File: config.mk
export PLATFORM = sky130hd
export DESIGN_NAME = sevenseg_scan_ctrl_flat
export DESIGN_NICKNAME = d
export VERILOG_FILES = /design/src/rtl/sevenseg_scan_ctrl_if.sv /design/src/rtl/sevenseg_scan_ctrl.sv /design/src/flat_wrapper.sv
export SDC_FILE = /design/constraint.sdc
export NUM_CORES = 1
export LEC_CHECK = 0
export BUFFER_PORTS_ARGS = -buffer_cell sky130_fd_sc_hd__buf_4
export CORE_MARGIN = 10
export CORE_UTILIZATION = 49
export CTS_CLUSTER_SIZE = 8
export DETAILED_ROUTE_END_ITERATION = 6
export PLACE_DENSITY_LB_ADDON = 0.05
export SYNTH_ARGS = -nofsm -noshare
export SYNTH_HDL_FRONTEND = slang
export SYNTH_SLANG_ARGS = --single-unit
File: constraint.sdc
create_clock -name clk -period 2 [get_ports clk]
set_input_delay 0.1 -clock clk [delete_from_list [all_inputs] [get_ports clk]]
set_output_delay 0.1 -clock clk [all_outputs]
set_load 0.01 [all_outputs]
File: src/rtl/sevenseg_scan_ctrl_if.sv
`default_nettype none
// ============================================================================
//  Module   : sevenseg_scan_ctrl_if
//  Purpose  : Digit-write valid/ready port for the seven-segment scan
//             controller.
//  Signals  : wr_valid  write request (master -> slave)
//             wr_ready  write accepted when wr_valid & wr_ready (slave -> master)
//             wr_idx    target digit, 0 = rightmost / least significant
//             wr_data   hex value 0..F
//             wr_dp     decimal point on for that digit
//  Revision : 1.0  initial release
// ============================================================================
interface sevenseg_scan_ctrl_if #(
    parameter int NUM_DIGITS = 4
) ();
    localparam int IDX_W = $clog2(NUM_DIGITS);

    logic             wr_valid;
    logic             wr_ready;
    logic [IDX_W-1:0] wr_idx;
    logic [3:0]       wr_data;
    logic             wr_dp;

    modport master (
        output wr_valid,
        output wr_idx,
        output wr_data,
        output wr_dp,
        input  wr_ready
    );

    modport slave (
        input  wr_valid,
        input  wr_idx,
        input  wr_data,
        input  wr_dp,
        output wr_ready
    );
endinterface
`default_nettype wire

File: src/rtl/sevenseg_scan_ctrl.sv
`default_nettype none
// ============================================================================
//  Module   : sevenseg_scan_ctrl
//  Purpose  : Time-multiplexed scan controller for an N-digit common-anode
//             seven-segment display. Per-digit hex values are written into a
//             shadow buffer, copied to the active buffer at each frame
//             boundary, decoded to active-low segments and scanned one digit
//             per slot with a blanking gap at the start of every slot.
//  Ports    : clk           rising-edge clock
//             rst_n         asynchronous active-low reset
//             wr_if         digit write port (slave modport)
//             a..g, dp      segment / decimal point drives, active-low
//             dig_en_n      digit enables, active-low, at most one low
//             frame_start   1-cycle pulse on the first blank cycle of digit 0
//                           after a buffer commit
//  Options  : SEVENSEG_LZS_EN  define to enable leading-zero suppression
//  Revision : 1.0  initial release
// ============================================================================
module sevenseg_scan_ctrl #(
    parameter int NUM_DIGITS   = 4,
    parameter int SLOT_CYCLES  = 12000,
    parameter int BLANK_CYCLES = 16
) (
    input  wire logic                  clk,
    input  wire logic                  rst_n,
    sevenseg_scan_ctrl_if.slave        wr_if,
    output logic                       a,
    output logic                       b,
    output logic                       c,
    output logic                       d,
    output logic                       e,
    output logic                       f,
    output logic                       g,
    output logic                       dp,
    output logic [NUM_DIGITS-1:0]      dig_en_n,
    output logic                       frame_start
);
    localparam int IDX_W = $clog2(NUM_DIGITS);
    localparam int CNT_W = $clog2(SLOT_CYCLES);

    localparam logic [CNT_W-1:0] c_cnt_last       = CNT_W'(SLOT_CYCLES - 1);
    localparam logic [CNT_W-1:0] c_cnt_blank_last = CNT_W'(BLANK_CYCLES - 1);
    localparam logic [IDX_W-1:0] c_idx_last       = IDX_W'(NUM_DIGITS - 1);

    localparam logic [0:0] c_st_blank = 1'b0;
    localparam logic [0:0] c_st_show  = 1'b1;

    // Segment pattern {a,b,c,d,e,f,g}, 0 = lit.
    function automatic logic [6:0] f_decode(input logic [3:0] v);
        logic [6:0] seg;
        case (v)
            4'h0:    seg = 7'b0000001;
            4'h1:    seg = 7'b1001111;
            4'h2:    seg = 7'b0010010;
            4'h3:    seg = 7'b0000110;
            4'h4:    seg = 7'b1001100;
            4'h5:    seg = 7'b0100100;
            4'h6:    seg = 7'b0100000;
            4'h7:    seg = 7'b0001111;
            4'h8:    seg = 7'b0000000;
            4'h9:    seg = 7'b0000100;
            4'hA:    seg = 7'b0001000;
            4'hB:    seg = 7'b1100000;
            4'hC:    seg = 7'b0110001;
            4'hD:    seg = 7'b1000010;
            4'hE:    seg = 7'b0110000;
            default: seg = 7'b0111000;
        endcase
        return seg;
    endfunction

    logic [0:0]                  r_state;
    logic [0:0]                  w_state_nxt;
    logic [CNT_W-1:0]            r_cnt;
    logic [IDX_W-1:0]            r_idx;
    logic [NUM_DIGITS-1:0][3:0]  r_shadow;
    logic [NUM_DIGITS-1:0]       r_shadow_dp;
    logic [NUM_DIGITS-1:0][3:0]  r_active;
    logic [NUM_DIGITS-1:0]       r_active_dp;
    logic                        r_commit_d;

    logic [6:0]                  r_seg;
    logic                        r_dp;
    logic [NUM_DIGITS-1:0]       r_dig_en_n;
    logic                        r_frame_start;

    logic                        w_slot_end;
    logic                        w_commit;
    logic                        w_idx_ok;
    logic                        w_wr_fire;
    logic                        w_dark;
    logic [6:0]                  w_seg_nxt;
    logic                        w_dp_nxt;
    logic [NUM_DIGITS-1:0]       w_dig_nxt;

    assign w_slot_end = (r_cnt == c_cnt_last);
    // The commit cycle is the last SHOW cycle of the last digit; the write
    // port stalls for exactly that cycle so a write never races the copy.
    assign w_commit   = w_slot_end && (r_idx == c_idx_last);

    assign wr_if.wr_ready = ~w_commit;

    // Out-of-range indices only exist when NUM_DIGITS is not a power of two.
    generate
        if ((1 << IDX_W) == NUM_DIGITS) begin : g_idx_pow2
            assign w_idx_ok = 1'b1;
        end else begin : g_idx_range
            assign w_idx_ok = ({1'b0, wr_if.wr_idx} < (IDX_W + 1)'(NUM_DIGITS));
        end
    endgenerate

    assign w_wr_fire = wr_if.wr_valid && wr_if.wr_ready && w_idx_ok;

    // ------------------------------------------------------------------
    // Slot counter and digit index
    // ------------------------------------------------------------------
    always_ff @(posedge clk or negedge rst_n) begin
        if (!rst_n) begin
            r_cnt <= '0;
            r_idx <= '0;
        end else if (w_slot_end) begin
            r_cnt <= '0;
            r_idx <= (r_idx == c_idx_last) ? '0 : r_idx + IDX_W'(1);
        end else begin
            r_cnt <= r_cnt + CNT_W'(1);
        end
    end

    // ------------------------------------------------------------------
    // FSM: state register
    // ------------------------------------------------------------------
    always_ff @(posedge clk or negedge rst_n) begin
        if (!rst_n) begin
            r_state <= c_st_blank;
        end else begin
            r_state <= w_state_nxt;
        end
    end

    // ------------------------------------------------------------------
    // FSM: next-state logic
    // ------------------------------------------------------------------
    always_comb begin
        w_state_nxt = r_state;
        case (r_state)
            c_st_blank: if (r_cnt == c_cnt_blank_last) w_state_nxt = c_st_show;
            c_st_show:  if (w_slot_end)                w_state_nxt = c_st_blank;
            default:                                   w_state_nxt = c_st_blank;
        endcase
    end

    // ------------------------------------------------------------------
    // Shadow / active digit buffers
    // ------------------------------------------------------------------
    always_ff @(posedge clk or negedge rst_n) begin
        if (!rst_n) begin
            r_shadow    <= '0;
            r_shadow_dp <= '0;
            r_active    <= '0;
            r_active_dp <= '0;
            r_commit_d  <= 1'b0;
        end else begin
            r_commit_d <= w_commit;
            if (w_wr_fire) begin
                r_shadow[wr_if.wr_idx]    <= wr_if.wr_data;
                r_shadow_dp[wr_if.wr_idx] <= wr_if.wr_dp;
            end
            if (w_commit) begin
                r_active    <= r_shadow;
                r_active_dp <= r_shadow_dp;
            end
        end
    end

    // ------------------------------------------------------------------
    // Leading-zero suppression: a digit above 0 goes dark when it and every
    // more significant digit hold value 0 with the decimal point off.
    // ------------------------------------------------------------------
`ifdef SEVENSEG_LZS_EN
    logic [NUM_DIGITS-1:0] w_zero_from;

    always_comb begin
        w_zero_from = '0;
        w_zero_from[NUM_DIGITS-1] = (r_active[NUM_DIGITS-1] == 4'h0) &&
                                    !r_active_dp[NUM_DIGITS-1];
        for (int k = NUM_DIGITS - 2; k >= 0; k--) begin
            w_zero_from[k] = w_zero_from[k+1] && (r_active[k] == 4'h0) &&
                             !r_active_dp[k];
        end
    end

    assign w_dark = (r_idx != '0) && w_zero_from[r_idx];
`else
    assign w_dark = 1'b0;
`endif

    // ------------------------------------------------------------------
    // FSM: output logic (next pin values)
    // ------------------------------------------------------------------
    always_comb begin
        w_seg_nxt = 7'h7F;
        w_dp_nxt  = 1'b1;
        w_dig_nxt = '1;
        if (r_state == c_st_show) begin
            w_dig_nxt[r_idx] = 1'b0;
            if (!w_dark) begin
                w_seg_nxt = f_decode(r_active[r_idx]);
                w_dp_nxt  = ~r_active_dp[r_idx];
            end
        end
    end

    // Pin register: enables, segments and frame_start all move on the same
    // edge, one cycle after the state/counter that produced them.
    always_ff @(posedge clk or negedge rst_n) begin
        if (!rst_n) begin
            r_seg         <= 7'h7F;
            r_dp          <= 1'b1;
            r_dig_en_n    <= '1;
            r_frame_start <= 1'b0;
        end else begin
            r_seg         <= w_seg_nxt;
            r_dp          <= w_dp_nxt;
            r_dig_en_n    <= w_dig_nxt;
            r_frame_start <= r_commit_d;
        end
    end

    assign {a, b, c, d, e, f, g} = r_seg;
    assign dp          = r_dp;
    assign dig_en_n    = r_dig_en_n;
    assign frame_start = r_frame_start;

endmodule
`default_nettype wire
File: src/flat_wrapper.sv
// flat-port wrapper written by rule: the top's interface ports become plain ports
module sevenseg_scan_ctrl_flat 
#(
    parameter int NUM_DIGITS   = 4,
    parameter int SLOT_CYCLES  = 12000,
    parameter int BLANK_CYCLES = 16
)
  (clk, rst_n, a, b, c, d, e, f, g, dp, dig_en_n, frame_start, wr_if_wr_valid, wr_if_wr_idx, wr_if_wr_data, wr_if_wr_dp, wr_if_wr_ready);
  sevenseg_scan_ctrl_if #(.NUM_DIGITS(NUM_DIGITS)) wr_if_i ();
  input  wire logic clk;
  input  wire logic rst_n;
  output logic a;
  output logic b;
  output logic c;
  output logic d;
  output logic e;
  output logic f;
  output logic g;
  output logic dp;
  output logic [NUM_DIGITS-1:0] dig_en_n;
  output logic frame_start;
  input wire logic [$bits(wr_if_i.wr_valid)-1:0] wr_if_wr_valid;
  input wire logic [$bits(wr_if_i.wr_idx)-1:0] wr_if_wr_idx;
  input wire logic [$bits(wr_if_i.wr_data)-1:0] wr_if_wr_data;
  input wire logic [$bits(wr_if_i.wr_dp)-1:0] wr_if_wr_dp;
  output wire logic [$bits(wr_if_i.wr_ready)-1:0] wr_if_wr_ready;
  assign wr_if_i.wr_valid = wr_if_wr_valid;
  assign wr_if_i.wr_idx = wr_if_wr_idx;
  assign wr_if_i.wr_data = wr_if_wr_data;
  assign wr_if_i.wr_dp = wr_if_wr_dp;
  assign wr_if_wr_ready = wr_if_i.wr_ready;
  sevenseg_scan_ctrl #(.NUM_DIGITS(NUM_DIGITS), .SLOT_CYCLES(SLOT_CYCLES), .BLANK_CYCLES(BLANK_CYCLES)) u_core (.clk(clk), .rst_n(rst_n), .wr_if(wr_if_i), .a(a), .b(b), .c(c), .d(d), .e(e), .f(f), .g(g), .dp(dp), .dig_en_n(dig_en_n), .frame_start(frame_start));
endmodule
==> results.txt, run 1 <==
----------------------------------------------------
[Outcome]
  Outcome ... finished clean

[STA]
  Final worst clock skew ... 7.19 ps
  RSZ-0062 raised after global routing ... false
  Number of hold-slack violations in the final timing report ... 0
  Slack of the critical path ... 96.3 ps
  Final clock period utilization by the worst path ... 95.2%
  Relative slew margins ... 64.7%
  Max-slew violation count ... 0
  Max Clk Rate ... 0.525 GHz
  Final setup violation count ... 0
  Transition time at the pin with the least slew margin ... 529 ps
  Post-route minimum period ... 1900 ps

[Drt]
  Average detailed-routed wire length per instance ... 16.4 um
  Vias per cell ... 5.34
  Wire length after detailed routing ... 5960 um
  Vias ... 1938
  Drc violations ... 0
  Number of detailed-route iterations in the first pass ... 4
  Final ANT Viol Nets ... 0
  Initial detailed-routing violation count ... 40

[Floorplanning]
  Die area ... 10200 um^2
  Count of pins on the block boundary ... 24
  Cell row count ... 29
  Vertical die dimension ... 101 um
  Core area ... 6350 um^2
  Die X-Extent ... 101 um
  Initial core utilization ... 50.6%

[GRT]
  Vias in the first global route ... 1987
  Wire length of the first global-routing pass ... 10100 um
  Overall fraction of global-route tracks in use ... 12.6%
  Remaining global-route overflow ... 0
  Maximum number of pins on one net before global-route repair ... 42
  Initial antenna violation count ... 0

[Clocking]
  Clock tree root driver cell ... clkbuf_8
  TritonCTS Buffers ... 9
  Maximum root-to-sink buffer count ... 2
  CTS sink count ... 71
  CTS clk-pin slew, worst paths ... 70 ps
  Latest clock arrival within the worst-skew pair ... 340 ps
  TritonCTS clock tree ... built
  CTS H-tree depth ... 3

[Finish]
  Post-route cell area ... 3840 um^2
  P&R area growth vs syn ... 19.5%
  Leading cell type in the layout, fill and taps excluded ... dfrtp_1
  Number of nets in the finished design ... 303
  Fillers ... 515
  Highest-count cells in the layout ignoring fill and taps ... 58 x dfrtp_1, 42 x mux2_2, 37 x buf_4
  Fraction of layout instances using a drive strength above 1 ... 44.1%
  Number of diodes added for antenna fixing ... 0

[Logic synthesis]
  Sequential element share of the synthesized area ... 55.7%
  Nets in the synthesized netlist ... 259
  Most used flip-flop cell after synthesis ... dfrtp_1
  Number of storage elements in the synthesis netlist ... 71
  Count of flip-flops with a built-in enable after synthesis ... 0
  Total number of yosys warnings ... 0
  Number of unique standard cell types used by synthesis ... 45
  Post-synthesis instance area ... 3220 um^2
  Instance count of the mapped netlist ... 238
  Proportion of synthesized flip-flops having asynchronous set or reset ... 100%
  Post-synthesis average cell area ... 13.5 um^2

[Critical path]
  Critical Path Sink Type ... flop
  CP max-delay cell ... mux4_2
  CP Cell Sequence ... mux4_2 -> inv_1 -> ha_1 -> o211a_1 -> o21ai_0
  R2r startpoint ... u_core.r_idx[0]$_DFFE_PN0N_
  Delay of the slowest cell on the worst path ... 590 ps
  Data arrival time at the worst-slack endpoint ... 2170 ps
  Data required, critical path ... 2270 ps
  Kind of cell adding the most delay to the critical path ... multiplexers
  Number of buffer and inverter instances along the worst setup path ... 1
  Worst-path fanout max ... 6
  Startpoint Class ... flop
  Crit. Startpoint ... u_core.r_idx[0]$_DFFE_PN0N_
  Worst Setup Path Type ... reg -> reg

[Placement]
  Worst Setup Slack post-DPL ... -63.5 ps
  Buffers added on ports ... 23
  RePlAce Congestion ... 0.817
  Estimated wirelength of the detail-placed design ... 4110 um
  Cell Area, Placed ... 3550 um^2

[Run]
  Max-cap violations ... 0

[Pwr]
  Highest ir drop seen on vdd ... 0.464 mV
  Ratio of total power to cell area ... 740 nW/um^2
  Static leakage ... 1.74 nW

[Worst hold path]
  Hold path startpoint ... wr_if_wr_dp
  Worst hold path type ... in -> reg

----------------------------------------------------
==> cells in the mapped netlist (3+ instances only) <==
cell type	count	share of area [%]
o21ai_0	6	0.93
mux4_2	3	2.1
xor2_1	4	1.1
a21oi_1	4	0.62
nand4_1	4	0.78
nor3_1	3	0.47
nor2_1	11	1.3
nand3_1	5	0.78
dfstp_2	12	9.8
nand2_1	16	1.9
o211ai_1	6	1.4
xnor2_1	5	1.4
dfrtp_1	59	46
and4_1	3	0.82
inv_1	8	0.93
ha_1	11	4.3
mux2_2	42	15
buf_2	3	0.47
==> sequential cells by signal, indices dropped and copies added (netlist names), 2 cells and up <==
| register | cells |
|---|---|
| u_core.r_active | 16 |
| u_core.r_shadow | 16 |
| u_core.r_cnt | 14 |
| u_core.r_seg | 7 |
| u_core.dig_en_n | 4 |
| u_core.r_active_dp | 4 |
| u_core.r_shadow_dp | 4 |
| u_core.r_idx | 2 |
==> final timing paths <==
check	slack, ps	depth (start not counted)	end
max in group asynchronous	1150	3	u_core.r_idx[0]$_DFFE_PN0N_
min	20	2	u_core.r_shadow_dp[1]$_DFFE_PN0P_
min in group asynchronous	280	2	u_core.r_cnt[0]$_DFF_PN0_
max	100	5	u_core.r_seg[3]$_DFF_PN1_
min reg2reg	360	0	u_core.frame_start$_DFF_PN0_
max reg2reg	100	5	u_core.r_seg[3]$_DFF_PN1_
==> final cells by class <==
type                            count  area (um^2)  share of cell area, %
Sequential cell                    71         1790                   46.7
Multi-Input combinational cell    151         1390                   36.1
Timing Repair Buffer               41          339                   8.83
Clock buffer                       11          151                   3.94
Tap cell                           77         96.3                   2.51
Clock inverter                      4         45.0                   1.17
Inverter                            8         30.0                  0.782
==> per-layer routing <==
| layer | vias up | global-route usage (%) | share of wire (%) |
|---|---|---|---|
| met5 | - | 0 | 0 |
| met3 | 7 | 4.18 | 4.7 |
| met2 | 28 | 18.6 | 47 |
| li1 | 942 | - | - |
| met1 | 961 | 16.5 | 47 |
| met4 | 0 | 5.79 | 1.4 |
==> power breakdown <==
part / leakage (nW) / internal [W] / switching [W]
Sequential: 0.885 / 0.00151 / 0.0000342
Clock: 0.105 / 0.000631 / 0.000518
Combinational: 0.746 / 0.0000828 / 0.0000651
==> cell families after synthesis <==
| logic type | after synthesis | synth area share, % |
|---|---|---|
| simple gates | 56 | 9.26 |
| flops | 71 | 55.7 |
| xor+xnor | 9 | 2.45 |
| buf+inv | 16 | 2.45 |
| fa+ha+maj | 11 | 4.28 |
| mux | 47 | 18.4 |
| compound gates | 28 | 7.39 |
==> timing repair <==
item,CTS,global route
endpoints found under the hold margin,28,0
gates resized for setup,4,6
hold buffers,1,0
setup buffers,1,2
cloned,0,0
pin swaps,0,1
setup endpoints to repair,21,25
==> metrics by stage <==
stage | power (W) | cells | hold slack, ps | setup TNS (ps) | util, %
after floorplan | 0.00164 | 238 | -196 | 0 | -
after global placement | 0.00172 | 344 | 114 | -187 | 56.0
after detailed placement | 0.00172 | 344 | 119 | -306 | 56.0
after CTS | 0.00288 | 361 | 4.38 | 0 | 59.6
after global routing | 0.00297 | 363 | 3.68 | 0 | 60.5
final | 0.00284 | 363 | 16.6 | 0 | 60.5
No activity file was read; power rests on OpenSTA's default activity.
==> inputs of run 2 (changes only) <==
--- a/config.mk
+++ b/config.mk
@@ -7,7 +7,7 @@
 export LEC_CHECK = 0
 export BUFFER_PORTS_ARGS = -buffer_cell sky130_fd_sc_hd__buf_4
 export CORE_MARGIN = 10
-export CORE_UTILIZATION = 49
+export CORE_UTILIZATION = 35
 export CTS_CLUSTER_SIZE = 8
 export DETAILED_ROUTE_END_ITERATION = 6
 export PLACE_DENSITY_LB_ADDON = 0.05
==> run 2 against run 1 <==
Against the previous run: first-iteration DRC count up 23%; sequential power about the same; critical path depth up 2; hold slack about the same; cell area up 1.4%; non-clock buffer count up 2; register-to-register slack about the same; utilization down 16 points; worst setup slack better by 1.3 ps; via count up 0.93%; power up 3.3%; largest power group unchanged.
==> results.txt, run 2 (synthesis results as in run 1) <==
----------------------------------------------------
[Critical path]
  Kind of cell adding the most delay to the critical path ... multiplexers
  Worst Reg2Reg Path Length in Cells ... 7 (+2)
  R2r startpoint ... u_core.r_idx[0]$_DFFE_PN0N_
  Flop-to-flop setup slack ... 100 ps (about the same)
  Delay of the slowest cell on the worst path ... 510 ps (-80 ps)
  Most used cell along the critical path ... buf_4
  Number of buffer and inverter instances along the worst setup path ... 3 (+2)
  Data required, critical path ... 2240 ps (-30 ps)
  CP max-delay cell ... mux4_2
  Worst Setup Path Type ... reg -> reg
  CP Cell Sequence ... buf_4 -> buf_4 -> mux4_2 -> buf_4 -> or2b_1 -> o211ai_1 -> o211ai_1
  Data arrival time at the worst-slack endpoint ... 2140 ps (-30 ps)
  Critical Path Sink Type ... flop
  Startpoint Class ... flop
  End of the worst register-to-register path ... u_core.r_seg[6]$_DFF_PN1_
  Worst-path fanout max ... 12 (+6)

[Drt]
  Wire length after detailed routing ... 6280 um (+5.4%)
  Drc violations ... 0 (unchanged)
  Final ANT Viol Nets ... 0 (unchanged)
  Number of detailed-route iterations in the first pass ... 4 (unchanged)
  Average detailed-routed wire length per instance ... 15.8 um (-3.7%)
  Initial detailed-routing violation count ... 49 (+23%)
  Vias per cell ... 4.93 (-7.7%)
  Vias ... 1956 (+0.93%)

[Floorplanning]
  Die area ... 13400 um^2 (+32%)
  Vertical die dimension ... 116 um (+15%)
  Cell row count ... 34 (+17%)
  Count of pins on the block boundary ... 24 (unchanged)
  Initial core utilization ... 36.3% (-14 points)
  Die X-Extent ... 116 um (+15%)
  Core area ... 8850 um^2 (+39%)

[Finish]
  Number of diodes added for antenna fixing ... 0 (unchanged)
  Number of nets in the finished design ... 305 (+0.66%)
  Fraction of layout instances using a drive strength above 1 ... 44.6% (+0.58 points)
  Highest-count cells in the layout ignoring fill and taps ... 58 x dfrtp_1, 42 x mux2_2, 40 x buf_4
  Fillers ... 824 (+60%)
  Largest registers ranked by flip-flop count ... u_core.r_active (16), u_core.r_shadow (16), u_core.r_cnt (14)
  Leading cell type in the layout, fill and taps excluded ... dfrtp_1
  Fin cells ... 397 (+9.4%)
  P&R area growth vs syn ... 21.1%

[Clocking]
  CTS clk-pin slew, worst paths ... 70 ps (about the same)
  TritonCTS clock tree ... built
  Clock tree root driver cell ... clkbuf_8
  CTS sink count ... 71 (unchanged)
  Latest clock arrival within the worst-skew pair ... 340 ps (about the same)
  TritonCTS Buffers ... 9 (unchanged)
  CTS H-tree depth ... 3 (unchanged)
  Maximum root-to-sink buffer count ... 2 (unchanged)

[STA]
  Final-layout setup total negative slack ... 0 ps (unchanged)
  Final worst clock skew ... 8.60 ps (+1.40 ps)
  Max-slew violation count ... 0 (unchanged)
  Max Clk Rate ... 0.526 GHz (about the same)
  Number of hold-slack violations in the final timing report ... 0 (unchanged)
  Transition time at the pin with the least slew margin ... 520 ps (-8.95 ps)
  Slack of the critical path ... 97.6 ps (+1.27 ps)
  Hold Worst Slack ... 16.3 ps (-0.372 ps)
  Final clock period utilization by the worst path ... 95.1% (about the same)
  Post-route minimum period ... 1900 ps (-1.27 ps)
  RSZ-0062 raised after global routing ... false
  Final setup violation count ... 0 (unchanged)
  Relative slew margins ... 65.3% (+0.60 points)

[GRT]
  Vias in the first global route ... 2052 (+3.3%)
  Remaining global-route overflow ... 0 (unchanged)
  Overall fraction of global-route tracks in use ... 10.2% (-2.4 points)
  Initial antenna violation count ... 0 (unchanged)
  Maximum number of pins on one net before global-route repair ... 44 (+4.8%)
  Wire length of the first global-routing pass ... 10600 um (+4.9%)

[Worst hold path]
  Worst hold path type ... in -> reg
  Hold Crit Endpoint ... u_core.r_shadow_dp[3]$_DFFE_PN0P_
  Hold Path Stages ... 2 (unchanged)
  Hold path startpoint ... wr_if_wr_dp

[Pwr]
  Static leakage ... 1.74 nW (+0.46%)
  Ratio of total power to cell area ... 754 nW/um^2 (+1.9%)
  Highest ir drop seen on vdd ... 0.324 mV (-30%)
  Sum of internal, switching and leakage power ... 0.00294 W (+3.3%)

[Placement]
  Buffers added on ports ... 23 (unchanged)
  RePlAce Congestion ... 0.756 (-7.5%)
  Cell total after placement ... 378 (+9.9%)
  Estimated wirelength of the detail-placed design ... 4460 um (+8.5%)
  Worst Setup Slack post-DPL ... 23.4 ps (+87.0 ps)

[Outcome]
  Outcome ... finished clean

[Run]
  Max-cap violations ... 0 (unchanged)

----------------------------------------------------
run 2: how the worst max path moves through the flow:
stage	start	endpoint	slack, ps	cells past startpoint
3_3_place_gp	u_core.r_cnt[0]$_DFF_PN0_	u_core.r_shadow[15]$_DFFE_PN0P_	30	5
6_report	u_core.r_idx[0]$_DFFE_PN0N_	u_core.r_seg[6]$_DFF_PN1_	100	7
4_1_cts	u_core.r_cnt[0]$_DFF_PN0_	wr_if_wr_ready	8	7
5_1_grt	u_core.r_idx[0]$_DFFE_PN0N_	u_core.r_seg[6]$_DFF_PN1_	2	7
3_5_place_dp	u_core.r_cnt[0]$_DFF_PN0_	u_core.r_shadow[13]$_DFFE_PN0P_	20	5
2_1_floorplan	u_core.r_idx[0]$_DFFE_PN0N_	u_core.r_seg[3]$_DFF_PN1_	140	6
run 2: layer usage:
layer  up-vias  part of all wire [%]  wire length (um)  global-route usage, %
met5         -                     0                 0                      0
met4         0                   1.4                86                   4.00
met3         6                   5.5               347                   3.72
met2        29                    46              2890                   15.6
met1       966                    47              2950                   12.9
li1        955                     -                 -                      -
run 2: area by class of cell:
| cell class | instances | area (um^2) | share of cell area [%] |
|---|---|---|---|
| Sequential cell | 71 | 1790 | 46.0 |
| Multi-Input combinational cell | 151 | 1370 | 35.2 |
| Timing Repair Buffer | 43 | 345 | 8.87 |
| Clock buffer | 14 | 183 | 4.69 |
| Tap cell | 108 | 135 | 3.47 |
| Clock inverter | 2 | 37.5 | 0.964 |
| Inverter | 8 | 30.0 | 0.771 |
run 2: power by group:
group          leakage (nW)  switching [W]  internal, W
Combinational         0.749      0.0000648    0.0000823
Sequential            0.885      0.0000335      0.00151
Clock                 0.109       0.000530     0.000714
run 2: timing repair:
item,in CTS,in global routing
hold buffers,1,0
buffers inserted,1,1
endpoints found under the hold margin,28,0
resized for setup,4,8
pin swaps,0,0
setup endpoints to repair,1,8
run 2: stage by stage:
stage	cell area, um^2	util (%)
6_report	3890	44.0
5_1_grt	3890	44.0
4_1_cts	3860	43.7
3_5_place_dp	3610	40.9
3_3_place_gp	3610	40.9
2_1_floorplan	3220	-
==> inputs of run 3 (changes only) <==
==> constraint.sdc (replaced) <==
create_clock -name clk -period 2.1 [get_ports clk]
set_input_delay 0.105 -clock clk [delete_from_list [all_inputs] [get_ports clk]]
set_output_delay 0.105 -clock clk [all_outputs]
set_load 0.01 [all_outputs]
==> run 3 against run 2 <==
Against the previous run: register-to-register slack better by 60 ps; hold slack improved by 11 ps; sequential share of layout area increased by 0.72 points; final cell count shrank 0.76%; clock skew increased by 2.5 ps; die area stayed put; fmax shrank 2.2%; via count fell by 0.20%; wire length is 0.41% lower; clock power is 12% lower; global-route usage down 0.18 points; sequential cell count did not move; critical path type unchanged; largest cell class unchanged; highest routed layer unchanged.
==> results.txt, run 3 (synthesis results as in run 1) <==
----------------------------------------------------
[Drt]
  Wire length after detailed routing ... 6250 um (-0.41%)
  Final ANT Viol Nets ... 0 (unchanged)
  Average detailed-routed wire length per instance ... 15.9 um (+0.34%)
  Vias per cell ... 4.95 (+0.56%)
  Initial detailed-routing violation count ... 56 (+14%)
  Number of detailed-route iterations in the first pass ... 4 (unchanged)
  Vias ... 1952 (-0.20%)
  Drc violations ... 0 (unchanged)

[Clocking]
  Clock tree root driver cell ... clkbuf_8
  CTS sink count ... 71 (unchanged)
  TritonCTS clock tree ... built
  TritonCTS Buffers ... 9 (unchanged)
  CTS H-tree depth ... 3 (unchanged)
  CTS clk-pin slew, worst paths ... 80 ps (about the same)
  Maximum root-to-sink buffer count ... 2 (unchanged)
  Latest clock arrival within the worst-skew pair ... 340 ps (about the same)

[Finish]
  Fin cells ... 394 (-0.76%)
  Highest-count cells in the layout ignoring fill and taps ... 57 x dfrtp_1, 42 x mux2_2, 36 x buf_4
  Largest registers ranked by flip-flop count ... u_core.r_active (16), u_core.r_shadow (16), u_core.r_cnt (14)
  Fraction of layout instances using a drive strength above 1 ... 42.7% (-2.0 points)
  P&R area growth vs syn ... 19.3%
  Post-route cell area ... 3840 um^2 (-1.5%)
  Number of nets in the finished design ... 302 (-0.98%)
  Share of the core filled with cells in the final layout ... 43.4% (-0.65 points)
  Number of diodes added for antenna fixing ... 0 (unchanged)
  Leading cell type in the layout, fill and taps excluded ... dfrtp_1
  Fillers ... 840 (+1.9%)

[Pwr]
  Ratio of total power to cell area ... 706 nW/um^2 (-6.5%)
  Static leakage ... 1.71 nW (-2.0%)
  Highest ir drop seen on vdd ... 0.342 mV (+5.6%)

[Placement]
  Cell Area, Placed ... 3580 um^2 (-0.83%)
  Buffers added on ports ... 23 (unchanged)
  Cell total after placement ... 374 (-1.1%)
  Estimated wirelength of the detail-placed design ... 4220 um (-5.4%)
  Worst Setup Slack post-DPL ... 55.5 ps (+32.0 ps)
  RePlAce Congestion ... 0.734 (-2.9%)

[GRT]
  Maximum number of pins on one net before global-route repair ... 72 (+64%)
  Vias in the first global route ... 1985 (-3.3%)
  Remaining global-route overflow ... 0 (unchanged)
  Overall fraction of global-route tracks in use ... 10.1% (-0.18 points)
  Initial antenna violation count ... 0 (unchanged)
  Wire length of the first global-routing pass ... 10500 um (-1.6%)

[Critical path]
  Critical Path Sink Type ... flop
  Kind of cell adding the most delay to the critical path ... multiplexers
  Number of buffer and inverter instances along the worst setup path ... 2 (-1)
  CP Cell Sequence ... buf_12 -> mux4_2 -> inv_1 -> ha_1 -> o211a_1 -> o21ai_0
  Worst-path fanout max ... 5 (-7)
  CP max-delay cell ... mux4_2
  Delay of the slowest cell on the worst path ... 550 ps (+40 ps)
  Data required, critical path ... 2360 ps (+120 ps)
  Startpoint Class ... flop
  Data arrival time at the worst-slack endpoint ... 2200 ps (+60 ps)
  Worst Setup Path Type ... reg -> reg

[STA]
  RSZ-0062 raised after global routing ... false
  Slack of the critical path ... 155 ps (+57.6 ps)
  Final-layout setup total negative slack ... 0 ps (unchanged)
  Relative slew margins ... 63.4% (-2.0 points)
  Final clock period utilization by the worst path ... 92.6% (-2.5 points)
  Post-route minimum period ... 1940 ps (+42.4 ps)
  Transition time at the pin with the least slew margin ... 550 ps (+29.4 ps)
  Max Clk Rate ... 0.514 GHz (-2.2%)
  Final setup violation count ... 0 (unchanged)
  Number of hold-slack violations in the final timing report ... 0 (unchanged)
  Max-slew violation count ... 0 (unchanged)
  Final worst clock skew ... 11.1 ps (+2.46 ps)

[Floorplanning]
  Core area ... 8850 um^2 (unchanged)
  Die area ... 13400 um^2 (unchanged)
  Count of pins on the block boundary ... 24 (unchanged)
  Cell row count ... 34 (unchanged)
  Initial core utilization ... 36.3% (unchanged)
  Vertical die dimension ... 116 um (unchanged)
  Die X-Extent ... 116 um (unchanged)

[Worst hold path]
  Worst hold path type ... in -> reg

[Outcome]
  Outcome ... finished clean

[Run]
  Max-cap violations ... 0 (unchanged)

----------------------------------------------------
-- run 3: changes by cell type in the layout (fill, tap and decap cells not counted), sizes merged --
cell,delta
clkinvlp,+1
clkbuf,-1
buf,-3
-- run 3: metal layers --
metal  share of wire [%]  wire length [um]  GRT usage (%)  up-vias
met2                  45              2830           14.5       29
li1                    -                 -              -      940
met1                  50              3140           13.6      981
met5                   0                 0              0        -
met3                 3.9               246           3.51        2
met4                0.59                37           3.50        0
-- run 3: final cells by class --
class	instances	area, um^2	area share, %
sequential	71	1790	46.8
multi-input combinational	151	1350	35.2
timing repair buffer	40	332	8.64
clock buffer	13	149	3.88
tap	108	135	3.52
clock inverter	3	45.0	1.17
inverter	8	30.0	0.783
-- run 3: through the flow --
stage | hold WS (ps) | total power, W
after floorplan | -191 | 0.00156
after global placement | 151 | 0.00164
after detailed placement | 144 | 0.00164
after CTS | 12.1 | 0.00275
after global routing | 1.11 | 0.00285
final | 26.8 | 0.00271
-- run 3: what timing repair did --
action	4_1_cts	5_1_grt
buffers inserted	0	3
gates resized for setup	1	4
endpoints found under the setup margin	1	1
hold buffers	1	0
endpoints found under the hold margin	59	0
-- run 3: path summary, 6_finish.rpt --
path | from | to | slack [ps] | depth (start not counted)
worst max register to register | u_core.r_idx[0]$_DFFE_PN0N_ | u_core.r_seg[3]$_DFF_PN1_ | 160 | 6
max in group asynchronous | rst_n | u_core.r_seg[0]$_DFF_PN1_ | 1430 | 3
worst max-delay path | u_core.r_idx[0]$_DFFE_PN0N_ | u_core.r_seg[3]$_DFF_PN1_ | 160 | 6
min in group asynchronous | rst_n | u_core.r_cnt[4]$_DFF_PN0_ | 310 | 3
worst min register to register | u_core.r_commit_d$_DFF_PN0_ | u_core.frame_start$_DFF_PN0_ | 350 | 0
worst min-delay path | wr_if_wr_data[3] | u_core.r_shadow[11]$_DFFE_PN0P_ | 30 | 2
-- run 3: power breakdown --
| part | total, W | switching (W) | leakage, nW | internal (W) |
|---|---|---|---|---|
| sequential | 0.00147 | 0.0000337 | 0.883 | 0.00144 |
| clock | 0.00109 | 0.000508 | 0.0899 | 0.000584 |
| combinational | 0.000141 | 0.0000625 | 0.735 | 0.0000785 |
| total | 0.00271 | 0.000604 | 1.71 | 0.00210 |
